[config.mk]
export PLATFORM = sky130hd
export DESIGN_NAME = mult_sched
export DESIGN_NICKNAME = d
export VERILOG_FILES = /design/src/rtl/mult_pkg.sv /design/src/rtl/mult_shift_add_core.sv /design/src/rtl/mult_sched.sv
export SDC_FILE = /design/constraint.sdc
export NUM_CORES = 1
export LEC_CHECK = 0
export CAP_MARGIN = 5
export CORE_UTILIZATION = 53
export DETAILED_ROUTE_END_ITERATION = 8
export PLACE_DENSITY = 0.93
export SLEW_MARGIN = 20
export SYNTH_ARGS = -nofsm -noshare
export SYNTH_HDL_FRONTEND = slang
export SYNTH_SLANG_ARGS = --single-unit
export TNS_END_PERCENT = 20
[constraint.sdc]
create_clock -name clk -period 4.35 [get_ports clk]
set_input_delay 0.87 -clock clk [delete_from_list [all_inputs] [get_ports clk]]
set_output_delay 0.87 -clock clk [all_outputs]
set_load 0.05 [all_outputs]
[src/rtl/mult_pkg.sv]
// mult_pkg: shared FSM state type and datapath widths for the mult_sched slice.
package mult_pkg;
    localparam int OP_W  = 8;
    localparam int RES_W = 16;
    typedef enum logic [1:0] {IDLE, RUN, DONE} state_t;
endpackage

[src/rtl/mult_shift_add_core.sv]
// mult_shift_add_core: serial shift-add multiplier, one bit of y per cycle, LSB first.
module mult_shift_add_core
    import mult_pkg::*;
(
    input  logic             clk,
    input  logic             reset,
    input  logic             i_start,
    input  logic [OP_W-1:0]  i_x,
    input  logic [OP_W-1:0]  i_y,
    output logic             o_done,
    output logic [RES_W-1:0] o_res
);
    logic [RES_W-1:0] r_x;
    logic [RES_W-1:0] r_acc;
    logic [OP_W-1:0]  r_y;
    logic [3:0]       r_cnt;

    // Counter parks at OP_W so the core reads as done until the next start.
    always_ff @(posedge clk or posedge reset) begin
        if (reset) begin
            r_x   <= '0;
            r_y   <= '0;
            r_acc <= '0;
            r_cnt <= 4'(OP_W);
        end else if (i_start) begin
            r_x   <= RES_W'(i_x);
            r_y   <= i_y;
            r_acc <= '0;
            r_cnt <= '0;
        end else if (!o_done) begin
            r_acc <= r_acc + (r_y[0] ? r_x : '0);
            r_x   <= r_x << 1;
            r_y   <= r_y >> 1;
            r_cnt <= r_cnt + 4'd1;
        end
    end

    assign o_done = r_cnt == 4'(OP_W);
    assign o_res  = r_acc;
endmodule

[src/rtl/mult_sched.sv]
// mult_sched: round-robin scheduler sharing one serial multiplier among NUM_REQ requesters.
// Define MULT_SCHED_ZERO_SKIP_EN to short-cut requests with a zero operand.
module mult_sched
    import mult_pkg::*;
#(
    parameter  int NUM_REQ = 4,
    localparam int IW      = $clog2(NUM_REQ)
)(
    input  logic                    clk,
    input  logic                    reset,
    input  logic [NUM_REQ-1:0]      req_valid,
    output logic [NUM_REQ-1:0]      req_ready,
    input  logic [OP_W*NUM_REQ-1:0] req_x,
    input  logic [OP_W*NUM_REQ-1:0] req_y,
    output logic                    rsp_valid,
    input  logic                    rsp_ready,
    output logic [IW-1:0]           rsp_id,
    output logic [RES_W-1:0]        rsp_res,
    output logic                    busy
);
    state_t           r_state, w_next;
    logic [IW-1:0]    r_ptr, r_id, w_gnt, w_idx;
    logic             w_gnt_vld, w_accept, w_zero_op, r_zero, w_core_done;
    logic [OP_W-1:0]  w_x, w_y;
    logic [RES_W-1:0] r_res, w_core_res;

    // Scan downward so the requester closest to r_ptr is assigned last and wins.
    always_comb begin
        w_gnt     = '0;
        w_gnt_vld = 1'b0;
        w_idx     = '0;
        for (int k = NUM_REQ - 1; k >= 0; k--) begin
            w_idx = IW'((int'(r_ptr) + k) % NUM_REQ);
            if (req_valid[w_idx]) begin
                w_gnt     = w_idx;
                w_gnt_vld = 1'b1;
            end
        end
    end

    assign w_accept  = r_state == IDLE && w_gnt_vld && !reset;
    assign req_ready = w_accept ? NUM_REQ'(1) << w_gnt : '0;
    assign w_x       = req_x[w_gnt*OP_W +: OP_W];
    assign w_y       = req_y[w_gnt*OP_W +: OP_W];
`ifdef MULT_SCHED_ZERO_SKIP_EN
    assign w_zero_op = w_x == '0 || w_y == '0;
`else
    assign w_zero_op = 1'b0;
`endif

    mult_shift_add_core u_core (
        .clk     (clk),
        .reset   (reset),
        .i_start (w_accept),
        .i_x     (w_x),
        .i_y     (w_y),
        .o_done  (w_core_done),
        .o_res   (w_core_res)
    );

    always_comb begin
        w_next = r_state;
        unique case (r_state)
            IDLE:    w_next = w_accept ? RUN : IDLE;
            RUN:     w_next = (w_core_done || r_zero) ? DONE : RUN;
            DONE:    w_next = rsp_ready ? IDLE : DONE;
            default: w_next = IDLE;
        endcase
    end

    always_ff @(posedge clk or posedge reset) begin
        if (reset) begin
            r_state <= IDLE;
            r_ptr   <= '0;
            r_id    <= '0;
            r_zero  <= 1'b0;
            r_res   <= '0;
        end else begin
            r_state <= w_next;
            if (w_accept) begin
                r_ptr  <= IW'((int'(w_gnt) + 1) % NUM_REQ);
                r_id   <= w_gnt;
                r_zero <= w_zero_op;
            end
            if (r_state == RUN && w_next == DONE)
                r_res <= r_zero ? '0 : w_core_res;
        end
    end

    assign rsp_valid = r_state == DONE;
    assign busy      = r_state != IDLE;
    assign rsp_id    = r_id;
    assign rsp_res   = r_res;
endmodule

==> results.md <==
- All-Layer GR Usage: 0.2617
- Arrival time worst endpoint: 2.86 ns
- Beginning of the critical path: req_valid[0]
- Post-synth EDFFs: 0
- Yosys Warn Count: 0
- Crit path time final: 3.727 ns
- Hold_ws: 0.4849 ns
- Inst Count DP: 573
- Placed Instance Area: 5067 µm²
- Largest net degree at the start of global routing: 42
- Share of cells above drive strength 1: 0.1163
- Cells after Synth: 395
- Total global routing overflow: 0
- Slew of the pin with the lowest slew margin: 1.047 ns
- Largest family of logic cells by synthesized area: multiplexers
- Post-CTS Hold Buffers: 0
- Fin. Hold Viols: 0
- Post-Synth Simple-Gate Area: 0.1337
- Reg-to-reg endpoint: u_core.o_res[12]$_DFFE_PP0P_
- Worst Setup Path Type: in -> out
- Maximum vdd drop: 513.3 µV
- Core area: 7331 µm²
- Vias in the first global route: 3,391
- Clock latency on the worst-skew pair: 0.35 ns
- # diodes: 0
- Largest fanout on the critical path: 14
- Nets: 578
- Final setup TNS: 0 ns
- I/O Buffers: 94
- Reg2reg path depth: 9
- #FFs+latches synth: 66
- Antenna Nets Post-Route: 0
- CP Launch Type: input pin
- Seq/Total Area, Yosys: 0.4061
- Max Cap Violations: 0
- Initial antenna violation count: 0
- RSZ-0062 raised after global routing: false
- Worst Min Path Start: rsp_res[3]$_DFFE_PP0P_
- Initial Util: 0.5552
- Net Count, Synth: 488
- Die footprint: 8034 µm²
- Io pins: 95
- Lkg Pwr: 2.467 nW
- Post-synth cell types: 54
- Max Clk Rate: 0.2683 GHz
- Root Buffer: clkbuf_8
- Ys flop type: dfrtp_1
- Worst EP required: 3.48 ns
- Total number of vias: 3,499
- Final cell count without fillers: 589
- Worst R2R Start: u_core.r_y[0]$_DFFE_PP0P_
- Critical path capture point type: output port
- # H-tree levels: 3
- Mux contribution to synthesized area: 0.1611
- CTS tree: yes
- Layout area overhead: 28.71%
- Slew margin rel.: 0.2993
- Die height: 89.63 µm
- First-pass GRT wire length: 15,780 µm
- Setup slack, reg-to-reg: 1.33 ns
- Most frequent cells in the layout: 90 x clkdlybuf4s50_1, 65 x dfrtp_1, 44 x nand2_1, 43 x mux2i_1, 32 x a21oi_1
- Slew Limit Fails: 0
- FFs w/ async S/R, synth: 1.000
- Adder-Cell Fraction of Synth Area: 0.06947
- CTS Sinks: 66
- DR pass1 iterations: 5
- Syn Std Cell Area: 4070 µm²
- Post-CTS Resized: 0
- DRC: 0
- Placer congestion estimate: 1.019
- Area fraction in compound gates after synthesis: 0.1559
- Setup Buffers After CTS: 0
- Pwr Density: 711.8 nW/µm²
- Final setup violating endpoints: 0
- Row cnt: 31
- Commonest non-fill, non-tap cell in the layout: clkdlybuf4s50_1
- Post-route design area: 5239 µm²
- Die X: 89.63 µm
- Outcome: finished, final reports clean
- Worst-path clk slew: 0.07 ns
- Worst Hold Endpoint: rsp_res[3]$_DFFE_PP0P_
- TritonCTS Buffers: 9
- Max Clock Skew: 0.01082 ns
- Longest Clk Path Bufs: 2
- Initial DRC Count: 296
- Avg Inst Size Synth: 10.30 µm²
- HPWL Detailed: 7405 µm
- Hold crit path type: reg -> reg
- Filler cell count: 514
- Cells on Worst Hold Path: 1
- Part of the cycle the worst path needs: 0.8568
- Final WL: 10,270 µm
- Post-DR wirelength/cell: 17.44 µm
- Avg Vias per Cell: 5.941
- Xor-xnor portion of the synthesized cell area: 0.02797
[sequential cells by signal, indices dropped and copies added, names as in the netlist]
register	flops
u_core.r_x	16
u_core.r_cnt	4
r_ptr	2
rsp_res	16
u_core.r_y	8
u_core.o_res	16
rsp_id	2
r_state	2
[cells in the mapped netlist, types with 9 or more instances]
| cell | n | share of area |
|---|---|---|
| a21oi_1 | 32 | 0.039 |
| a222oi_1 | 14 | 0.034 |
| and2_1 | 19 | 0.029 |
| clkbuf_1 | 10 | 0.0092 |
| dfrtp_1 | 65 | 0.40 |
| ha_1 | 21 | 0.065 |
| mux2_2 | 16 | 0.044 |
| mux2i_1 | 43 | 0.11 |
| nand2_1 | 44 | 0.041 |
| nand3_1 | 9 | 0.011 |
| nor2_1 | 9 | 0.0083 |
| o21ai_0 | 13 | 0.016 |
| xnor2_1 | 9 | 0.019 |
[power breakdown]
group	switching (W)	total [W]	leakage, nW	internal, W
Combinational	0.00121	0.00214	1.56	0.000927
Sequential	0.000227	0.00114	0.822	0.000909
Clock	0.000237	0.000456	0.0851	0.000219
Total	0.00167	0.00373	2.47	0.00206
[critical path: stages]
cell and delay, ns:
clkdlybuf4s50_1 0.56, a21oi_2 0.09, o21a_1 0.20, o22ai_4 0.44, inv_1 0.13, ha_1 0.22, and2_1 0.14, buf_4 0.18
[stage by stage]
step / power (W) / worst slack [ns] / util
2_1_floorplan: 0.002690 / 1.372 / -
3_3_place_gp: 0.003130 / 0.7375 / 0.6912
3_5_place_dp: 0.003242 / 0.6414 / 0.6912
4_1_cts: 0.003718 / 0.6368 / 0.7146
5_1_grt: 0.003974 / 0.4719 / 0.7146
6_report: 0.003729 / 0.6229 / 0.7146
[worst max-delay path by stage]
stage | endpoint | slack (ns) | cells past startpoint
5_1_grt | req_ready[3] | 0.47 | 8
4_1_cts | req_ready[3] | 0.64 | 8
3_3_place_gp | req_ready[3] | 0.74 | 8
6_report | req_ready[3] | 0.62 | 8
3_5_place_dp | req_ready[3] | 0.64 | 8
2_1_floorplan | req_ready[0] | 1.37 | 7
[cell families (layout without fill, tap and decap cells)]
| kind of cell | Yosys count | count (layout) |
|---|---|---|
| AO/OA/AOI/OAI | 93 | 93 |
| XOR/XNOR | 13 | 13 |
| adder cells (fa/ha/maj) | 22 | 22 |
| buffers and inverters | 31 | 126 |
| flip-flops | 66 | 66 |
| multiplexers | 63 | 63 |
| AND/OR/NAND/NOR | 107 | 107 |
[area by class of cell]
type	count	area (µm²)	area share
Clock buffer	11	141.4	0.02699
Inverter	9	38.79	0.007404
Multi-Input combinational cell	298	2243	0.4282
Timing Repair Buffer	101	1008	0.1925
Clock inverter	5	30.03	0.005732
Tap cell	99	123.9	0.02364
Sequential cell	66	1653	0.3155
[per-layer routing]
layer	track usage	wire length, µm	vias up
li1	-	-	1627
met1	0.3262	4209	1717
met2	0.4587	5259	132
met3	0.04022	618	23
met4	0.1010	185	0
met5	0	0	-
Note: power is estimated with default switching activity, not from simulation.
